==> src/rtl/result_ascii_tx_if.sv <==
// rtl/result_ascii_tx_if.sv - byte stream handshake bundle for result_ascii_tx
//
// Purpose: carries one ASCII byte per accept (tx_valid && tx_ready on a clock edge).
// Signals:
//   tx_data   8  current byte, driven by the master
//   tx_valid  1  tx_data holds a byte to be taken, driven by the master
//   tx_ready  1  sink accepts on the edge where tx_valid && tx_ready, driven by the slave
interface result_ascii_tx_if;
    logic [7:0] tx_data;
    logic       tx_valid;
    logic       tx_ready;

    modport master (output tx_data, output tx_valid, input tx_ready);
    modport slave  (input tx_data, input tx_valid, output tx_ready);
endinterface

==> src/rtl/result_ascii_tx.sv <==
// rtl/result_ascii_tx.sv - formats a 5-bit adder/subtractor result as ASCII "[sign]TO\n"
//
// Purpose: resolves the signed value of an adder/subtractor result (S, C5, E),
// converts its magnitude to two decimal digits by repeated subtraction of ten,
// and streams sign, tens, ones and terminator bytes over a valid/ready stream.
// Ports:
//   clk    in   1  rising-edge clock
//   rst    in   1  asynchronous active-high reset
//   start  in   1  format request, sampled only while idle
//   S      in   5  sum bits
//   C5     in   1  carry out of bit 4
//   E      in   1  overflow flag
//   busy   out  1  high whenever not idle
//   done   out  1  one-cycle pulse after the terminator is accepted
//   tx     master modport of result_ascii_tx_if (tx_data, tx_valid, tx_ready)
module result_ascii_tx #(
    parameter logic [7:0] EOL_CHAR  = 8'd10,
    parameter bit         SHOW_PLUS = 1'b1
) (
    input  logic                     clk,
    input  logic                     rst,
    input  logic                     start,
    input  logic [4:0]               S,
    input  logic                     C5,
    input  logic                     E,
    output logic                     busy,
    output logic                     done,
    result_ascii_tx_if.master        tx
);

    typedef enum logic [2:0] {
        IDLE,
        CONV,
        SIGN,
        TENS,
        ONES,
        EOL
    } state_t;

    state_t     state;
    logic [5:0] mag;
    logic [1:0] tens;
    logic       neg;
    logic [7:0] data_q;
    logic       valid_q;

    // With overflow the carry is the true sign bit, so the value widens to 6 bits.
    logic [5:0] value;
    logic [5:0] mag_in;
    assign value  = E ? {C5, S} : {S[4], S};
    assign mag_in = value[5] ? (6'd0 - value) : value;

    assign tx.tx_data  = data_q;
    assign tx.tx_valid = valid_q;

    always_ff @(posedge clk or posedge rst) begin
        if (rst) begin
            state   <= IDLE;
            mag     <= 6'd0;
            tens    <= 2'd0;
            neg     <= 1'b0;
            data_q  <= 8'h00;
            valid_q <= 1'b0;
            busy    <= 1'b0;
            done    <= 1'b0;
        end else begin
            done <= 1'b0;
            case (state)
                IDLE: begin
                    if (start) begin
                        neg   <= value[5];
                        mag   <= mag_in;
                        tens  <= 2'd0;
                        busy  <= 1'b1;
                        state <= CONV;
                    end
                end
                CONV: begin
                    if (mag >= 6'd10) begin
                        mag  <= mag - 6'd10;
                        tens <= tens + 2'd1;
                    end else if (!neg && !SHOW_PLUS) begin
                        data_q  <= 8'h30 + {6'd0, tens};
                        valid_q <= 1'b1;
                        state   <= TENS;
                    end else begin
                        data_q  <= neg ? 8'h2D : 8'h2B;
                        valid_q <= 1'b1;
                        state   <= SIGN;
                    end
                end
                SIGN: begin
                    if (tx.tx_ready) begin
                        data_q <= 8'h30 + {6'd0, tens};
                        state  <= TENS;
                    end
                end
                TENS: begin
                    if (tx.tx_ready) begin
                        data_q <= 8'h30 + {2'd0, mag};
                        state  <= ONES;
                    end
                end
                ONES: begin
                    if (tx.tx_ready) begin
                        data_q <= EOL_CHAR;
                        state  <= EOL;
                    end
                end
                EOL: begin
                    if (tx.tx_ready) begin
                        data_q  <= 8'h00;
                        valid_q <= 1'b0;
                        busy    <= 1'b0;
                        done    <= 1'b1;
                        state   <= IDLE;
                    end
                end
                default: begin
                    state   <= IDLE;
                    valid_q <= 1'b0;
                    busy    <= 1'b0;
                end
            endcase
        end
    end

endmodule

==> src/flat_wrapper.sv <==
// flat-port wrapper written by rule: the top's interface ports become plain ports
module result_ascii_tx_flat 
#(
    parameter logic [7:0] EOL_CHAR  = 8'd10,
    parameter bit         SHOW_PLUS = 1'b1
)
  (clk, rst, start, S, C5, E, busy, done, tx_tx_data, tx_tx_valid, tx_tx_ready);
  result_ascii_tx_if tx_i ();
  input  logic clk;
  input  logic rst;
  input  logic start;
  input  logic [4:0] S;
  input  logic C5;
  input  logic E;
  output logic busy;
  output logic done;
  output wire logic [$bits(tx_i.tx_data)-1:0] tx_tx_data;
  output wire logic [$bits(tx_i.tx_valid)-1:0] tx_tx_valid;
  input wire logic [$bits(tx_i.tx_ready)-1:0] tx_tx_ready;
  assign tx_tx_data = tx_i.tx_data;
  assign tx_tx_valid = tx_i.tx_valid;
  assign tx_i.tx_ready = tx_tx_ready;
  result_ascii_tx #(.EOL_CHAR(EOL_CHAR), .SHOW_PLUS(SHOW_PLUS)) u_core (.clk(clk), .rst(rst), .start(start), .S(S), .C5(C5), .E(E), .busy(busy), .done(done), .tx(tx_i));
endmodule
==> config.mk <==
export PLATFORM = sky130hd
export DESIGN_NAME = result_ascii_tx_flat
export DESIGN_NICKNAME = d
export VERILOG_FILES = /design/src/rtl/result_ascii_tx_if.sv /design/src/rtl/result_ascii_tx.sv /design/src/flat_wrapper.sv
export SDC_FILE = /design/constraint.sdc
export NUM_CORES = 1
export LEC_CHECK = 0
export CAP_MARGIN = 20
export CORE_MARGIN = 2
export CORE_UTILIZATION = 52
export CTS_BUF_LIST = sky130_fd_sc_hd__clkbuf_8 sky130_fd_sc_hd__clkbuf_16
export CTS_CLUSTER_DIAMETER = 30
export CTS_CLUSTER_SIZE = 14
export DETAILED_ROUTE_END_ITERATION = 6
export HOLD_SLACK_MARGIN = 0.12
export MAX_ROUTING_LAYER = met4
export PLACE_DENSITY = 0.77
export SLEW_MARGIN = 20
export SYNTH_ARGS = -nofsm -noshare
export SYNTH_HDL_FRONTEND = slang
export SYNTH_SLANG_ARGS = --single-unit
==> constraint.sdc <==
create_clock -name clk -period 1.9 [get_ports clk]
set_clock_uncertainty 0.1 [all_clocks]
set_input_delay 0.38 -clock clk [delete_from_list [all_inputs] [get_ports clk]]
set_output_delay 0.38 -clock clk [all_outputs]
set_load 0.005 [all_outputs]
==> results.md, run 1 <==
* Static leakage at slightly below 0.8 nW
* Number of pins with negative max-slew slack in the final report at 0
* Total global routing track utilization at about a quarter
* CP arrival at approximately 1.9 ns
* Post-route clock period utilization at between 90 and 100%
* Final count of negative-setup-slack endpoints at 0
* Data required time of the critical path at 1.95 ns
* EDFF count, synth at 0
* Detailed-route vias per instance at 5.758
* Origin of the worst setup path: E
* Synth Cell Area at 1336 µm²
* Endpoint class of the critical path: flip-flop
* Post-synthesis cell type with the largest combined area: sky130_fd_sc_hd__dfrtp_1
* Ant. Diodes at 0
* Outcome: completed
* Maximum number of pins on one net before global-route repair at 23
* Primary FF master, synth: sky130_fd_sc_hd__dfrtp_1
* Library cell used as clock root buffer: sky130_fd_sc_hd__clkbuf_8
* Fraction of layout instances using a drive strength above 1 at approximately a fifth
* Register clock-pin slew on the reported worst setup and hold paths at 0.09 ns
* FF+latch count, synth at 22
* Hold Fails Final Rpt at 0
* Max-capacitance violation count at 0
* Number of top-level pins at 22
* Filler Cells Inserted at between 150 and 200
* Critical path fanouts, max at 6
* Power density normalized to cell area at 1748 nW/µm²
* Layout-stage area growth over the synthesis result at 32.58%
* Top library cells by usage in the layout, fill and taps aside: sky130_fd_sc_hd__buf_4 (22), sky130_fd_sc_hd__dfrtp_1 (22), sky130_fd_sc_hd__clkdlybuf4s50_1 (20)
* Cell type group with the largest total delay on the critical path: buffers and inverters
* Die Outline Area at 2991 µm²
* Placement row count at 18
* Number of warnings printed during yosys synthesis at 0
* Max Freq at around 540 MHz
* Cell types with the largest area share after synthesis: sky130_fd_sc_hd__dfrtp_1 (41%), sky130_fd_sc_hd__mux2_2 (5.9%), sky130_fd_sc_hd__o21ai_0 (3.7%)
* Final RePlAce weighted congestion at ~0.88
* Final worst hold slack at roughly 0.35 ns
* Number of standard cells after synthesis at approximately 140
* # H-tree levels at 1
* Post-detailed-placement half-perimeter wirelength at between 2000 and 2500 µm
* Area inside the core boundary at about 2500 µm²
* Cts-stage hold buffer count at 0
* Clock sinks at 22
* Post-synth cell types at 41
* Vias in the first global route at roughly 1200
* Iter 0 DRT Violations at 26
* Routed wire length at approximately 3100 µm
* Sort of element at the start of the critical path: primary input
* Path type of the worst setup path: in -> reg
* Clock tree from TritonCTS: built
* Cell with the largest stage delay on the worst path: sky130_fd_sc_hd__clkdlybuf4s50_1
* Drt drc at 0
* Post-layout min period at approximately 1.9 ns
* Critical path cell sequence: clkdlybuf4s50_1 > mux2i_2 > nor2_1 > xor2_1 > a221o_1
* Pre-Repair DR Iteration Count at 7
* Setup slack after layout at around 0.046 ns
* Residual antenna-violating net count after detailed routing at 0
* Post-Syn Nets at approximately 160
* Max Root-Sink Buffers at 2
* Total CTS buffers at 3
* Combined buffer and inverter count along the critical path at 1
* Setup slack at placement at -0.2038 ns
* Die Y at 54.69 µm
* Maximum VDD drop at between 1000 and 1500 µV
* Antenna violations before repair at 0
* Design Area, Final at approximately 1800 µm²
* Area fraction of the dominant cell type after synthesis at between 40% and 50%
* Congestion Overflow GR at 0
* Post-layout power at roughly 0.0031 W
* Dpl cell area at 1689 µm²
* Count of buffers from port buffering at 20
* Worst flop-to-flop path startpoint: u_core.mag[1]
* Die Width at about 55 µm
* Sequential share of the synthesized area at between 40% and 50%
* Max stage delay on crit path at about 0.53 ns
* Total via count in the routed design at around 1200
* Initial Util at approximately 54%
* Drt wl/cell at 14.91 µm
* Clock insertion delay at the later pin of the skew report at approximately 0.26 ns
* Wire length of the first global-routing pass at a little over 5000 µm
* Asr flop ratio synth at 100.0%
* # nets final at a little under 200
* Worst Hold Class: in -> async
* Average instance area after synthesis at a little over 9 µm²
stage by stage:
stage	util, %	setup TNS, ns	cells
floorplan	-	0	143
global placement	68.81	-0.5360	207
detailed placement	68.81	-0.6901	207
CTS	71.71	0	211
global route	72.17	-0.003794	211
finish	72.17	0	211
timing repair:
item / CTS / global route
setup buffers: 0 / 0
endpoints found under the setup margin: 0 / 9
gates resized for setup: 0 / 2
synthesized netlist by cell type (2+ instances only):
cell / instances
sky130_fd_sc_hd__dfrtp_1: 22
sky130_fd_sc_hd__inv_1: 12
sky130_fd_sc_hd__nor2_1: 10
sky130_fd_sc_hd__o21ai_0: 10
sky130_fd_sc_hd__a21oi_1: 9
sky130_fd_sc_hd__nand2_1: 9
sky130_fd_sc_hd__mux2_2: 7
sky130_fd_sc_hd__a31oi_1: 6
sky130_fd_sc_hd__clkbuf_1: 4
sky130_fd_sc_hd__mux2i_1: 4
sky130_fd_sc_hd__ha_1: 3
sky130_fd_sc_hd__nor2b_1: 3
sky130_fd_sc_hd__nor3_1: 3
sky130_fd_sc_hd__a211o_1: 2
sky130_fd_sc_hd__a211oi_1: 2
sky130_fd_sc_hd__a221o_1: 2
sky130_fd_sc_hd__a311oi_1: 2
sky130_fd_sc_hd__and2_1: 2
sky130_fd_sc_hd__and3_1: 2
sky130_fd_sc_hd__buf_6: 2
sky130_fd_sc_hd__nand2b_1: 2
sky130_fd_sc_hd__nand3_1: 2
sky130_fd_sc_hd__nor3b_1: 2
sky130_fd_sc_hd__o21ai_2: 2
sky130_fd_sc_hd__or3_1: 2
sky130_fd_sc_hd__xor2_1: 2
final cells by class:
cell class,count,area (µm²),area share (%)
Sequential cell,22,550.5,31.07
Clock inverter,1,30.03,1.695
Inverter,12,45.04,2.542
Clock buffer,3,41.29,2.331
Timing Repair Buffer,42,365.4,20.62
Multi-Input combinational cell,101,701.9,39.62
Tap cell,30,37.54,2.119
sequential cells by signal, summed over array words and instances, names as in the netlist:
name	count
u_core.done	1
u_core.busy	1
u_core.tens	2
u_core.neg	1
u_core.mag	6
u_core.state	3
u_core.tx.tx_data	7
u_core.tx.tx_valid	1
worst min-delay path: cells and delay by family:
kind     cells  cell delay (ns)
buf+inv      3             0.73
cells by family (layout without fill, tap and decap cells):
| group | count (synthesis) | count (layout) | share of synthesized area, % |
|---|---|---|---|
| mux | 11 | 11 | 8.896 |
| buf+inv | 20 | 58 | 7.115 |
| flops | 22 | 22 | 41.20 |
| simple gates | 41 | 41 | 15.64 |
| fa+ha+maj | 3 | 3 | 2.809 |
| other cells | 1 | 1 | 0.2806 |
| xor+xnor | 2 | 2 | 1.311 |
| compound gates | 43 | 43 | 22.75 |
power breakdown:
group	switching (W)	internal, W
Combinational	0.000870	0.000924
Clock	0.000156	0.000281
Sequential	0.000183	0.000682
Total	0.00121	0.00189
path summary, 6_finish.rpt:
kind,cells after the start,endpoint,slack (ns)
hold / removal,3,u_core.tx.tx_data[1],0.35
setup reg to reg,4,u_core.tx.tx_data[5],0.11
max in group asynchronous,3,u_core.mag[2],1.12
setup / recovery,5,u_core.mag[3],0.05
min in group clk,2,u_core.tx.tx_valid,0.39
hold reg to reg,2,u_core.tx.tx_valid,0.39
per-layer routing:
layer	routed length [µm]	track usage, %
met1	1371	29.57
met2	1608	39.09
met3	130	4.372
met4	36	11.67
met5	0	-
No activity file was read; power rests on OpenSTA's default activity.
==> inputs of run 2 (changes only) <==
--- a/config.mk
+++ b/config.mk
@@ -12,10 +12,11 @@
 export CTS_CLUSTER_DIAMETER = 30
 export CTS_CLUSTER_SIZE = 14
 export DETAILED_ROUTE_END_ITERATION = 6
+export GPL_ROUTABILITY_DRIVEN = 0
 export HOLD_SLACK_MARGIN = 0.12
 export MAX_ROUTING_LAYER = met4
-export PLACE_DENSITY = 0.77
-export SLEW_MARGIN = 20
+export PLACE_DENSITY = 0.82
+export SLEW_MARGIN = 0
 export SYNTH_ARGS = -nofsm -noshare
 export SYNTH_HDL_FRONTEND = slang
 export SYNTH_SLANG_ARGS = --single-unit
==> run 2 against run 1 <==
Register-to-register slack worse by 0.06 ns. Cell area decreased by 0.99%. Clock power rose by 2%. Die area unchanged. Wire length shrank 0.70%. Sequential power about the same. Critical path type is now reg -> reg.
==> results.md, run 2 (synthesis results as in run 1) <==
* Outcome: completed
* Vias in the first global route at 1212
* Residual antenna-violating net count after detailed routing at 0
* Max Root-Sink Buffers at 2
* Cts-stage hold buffer count at 0
* Post-layout min period at about 1.9 ns
* Post-cts repair resize count at 0
* Final cell utilization of the core at 71.46%
* Ant. Diodes at 0
* Buffers inserted by post-CTS timing repair at 0
* Final count of negative-setup-slack endpoints at 0
* Total CTS buffers at 3
* Fraction of layout instances using a drive strength above 1 at between 20% and 30%
* Total global routing track utilization at 25.29%
* Post-layout power at 0.003084 W
* Routed wire length at 3123 µm
* Antenna violations before repair at 0
* # nets final at between 150 and 200
* Die Width at ~55 µm
* Maximum number of pins on one net before global-route repair at 23
* Data required time of the critical path at 1.96 ns
* Number of flip-flops under the largest register name at 7
* Pre-Repair DR Iteration Count at 4
* CP arrival at between 1.5 and 2 ns
* Die Y at 54.69 µm
* Library cell used as clock root buffer: sky130_fd_sc_hd__clkbuf_8
* Clock insertion delay at the later pin of the skew report at about 0.27 ns
* Register Area at roughly 550 µm²
* Worst Hold Class: in -> async
* Iter 0 DRT Violations at 49
* Clock sinks at 22
* Number of cells in the design after placement at a little over 200
* Congestion Overflow GR at 0
* Dpl cell area at approximately 1700 µm²
* Register clock-pin slew on the reported worst setup and hold paths at 0.09 ns
* Area inside the core boundary at about 2500 µm²
* Number of top-level pins at 22
* RSZ-0062 raised after global routing: yes
* Drt wl/cell at between 15 and 20 µm
* Power density normalized to cell area at around 1800 nW/µm²
* Detailed-route vias per instance at slightly below 6
* Drt drc at 0
* Clock tree from TritonCTS: built
* Initial Util at 54.43%
* Top library cells by usage in the layout, fill and taps aside: sky130_fd_sc_hd__dfrtp_1 (22), sky130_fd_sc_hd__clkdlybuf4s50_1 (20), sky130_fd_sc_hd__buf_4 (19)
* Wire length of the first global-routing pass at ~5400 µm
* Post-route clock period utilization at approximately 97%
* Static leakage at 0.7797 nW
* Multi-input logic area at approximately 700 µm²
* Post-Route Setup TNS at 0 ns
* # H-tree levels at 1
* Filler Cells Inserted at about 170
* Design Area, Final at between 1500 and 2000 µm²
* Post-detailed-placement half-perimeter wirelength at between 2000 and 2500 µm
* Die Outline Area at 2991 µm²
* Maximum VDD drop at ~1300 µV
* Path type of the worst setup path: reg -> reg
* Hold Fails Final Rpt at 0
* Total via count in the routed design at between 1000 and 1500
* Critical path fanouts, max at 7
* Layout-stage area growth over the synthesis result at 31.27%
* Max Freq at roughly 540 MHz
* Final Non-Filler Cells at 208
* Sort of element at the start of the critical path: flip-flop
* Number of pins with negative max-slew slack in the final report at 0
* Count of buffers from port buffering at 20
* Placement row count at 18
* Max-capacitance violation count at 0
* Endpoint class of the critical path: flip-flop
* Most common cell after layout, fill and taps aside: sky130_fd_sc_hd__dfrtp_1
[run 2: cell type report]
| type | count | share of cell area, % |
|---|---|---|
| Tap cell | 30 | 2.140 |
| Clock inverter | 1 | 1.712 |
| Timing Repair Buffer | 39 | 19.54 |
| Sequential cell | 22 | 31.38 |
| Clock buffer | 3 | 2.354 |
| Inverter | 12 | 2.568 |
| Multi-Input combinational cell | 101 | 40.30 |
[run 2: worst paths after layout]
| kind | startpoint | endpoint | slack [ns] | cells after the start |
|---|---|---|---|---|
| min in group clk | u_core.tx.tx_data[3] | u_core.tx.tx_data[3] | 0.41 | 1 |
| max in group asynchronous | rst | u_core.mag[4] | 1.15 | 3 |
| setup / recovery | u_core.mag[1] | u_core.tx.tx_data[6] | 0.05 | 4 |
| hold reg to reg | u_core.tx.tx_data[3] | u_core.tx.tx_data[3] | 0.41 | 1 |
| setup reg to reg | u_core.mag[1] | u_core.tx.tx_data[6] | 0.05 | 4 |
| hold / removal | rst | u_core.tx.tx_data[6] | 0.33 | 3 |
[run 2: power by group]
part / internal [W] / switching (W) / leakage (nW)
sequential: 0.000682 / 0.000180 / 0.263
clock: 0.000282 / 0.000163 / 0.0357
combinational: 0.000887 / 0.000890 / 0.481
total: 0.00185 / 0.00123 / 0.780
[run 2: routing by layer]
layer,wire (µm),global-route usage (%)
met5,0,-
met4,59,10.00
met3,128,3.005
met2,1558,39.68
met1,1376,33.11
[run 2: metrics by stage]
stage | hold slack [ns] | setup WS [ns]
finish | 0.3257 | 0.04983
detailed placement | 0.3950 | -0.2280
floorplan | 0.2692 | 0.1307
CTS | 0.3471 | 0.03870
global route | 0.4001 | -0.008368
global placement | 0.3646 | -0.1605
[run 2: worst max-delay path, stage by stage, from the launching register on]
cell and delay (ns):
sky130_fd_sc_hd__dfrtp_1 0.47, sky130_fd_sc_hd__o21ai_2 0.23, sky130_fd_sc_hd__nand3_1 0.18, sky130_fd_sc_hd__o21ai_2 0.38, sky130_fd_sc_hd__mux2_2 0.39
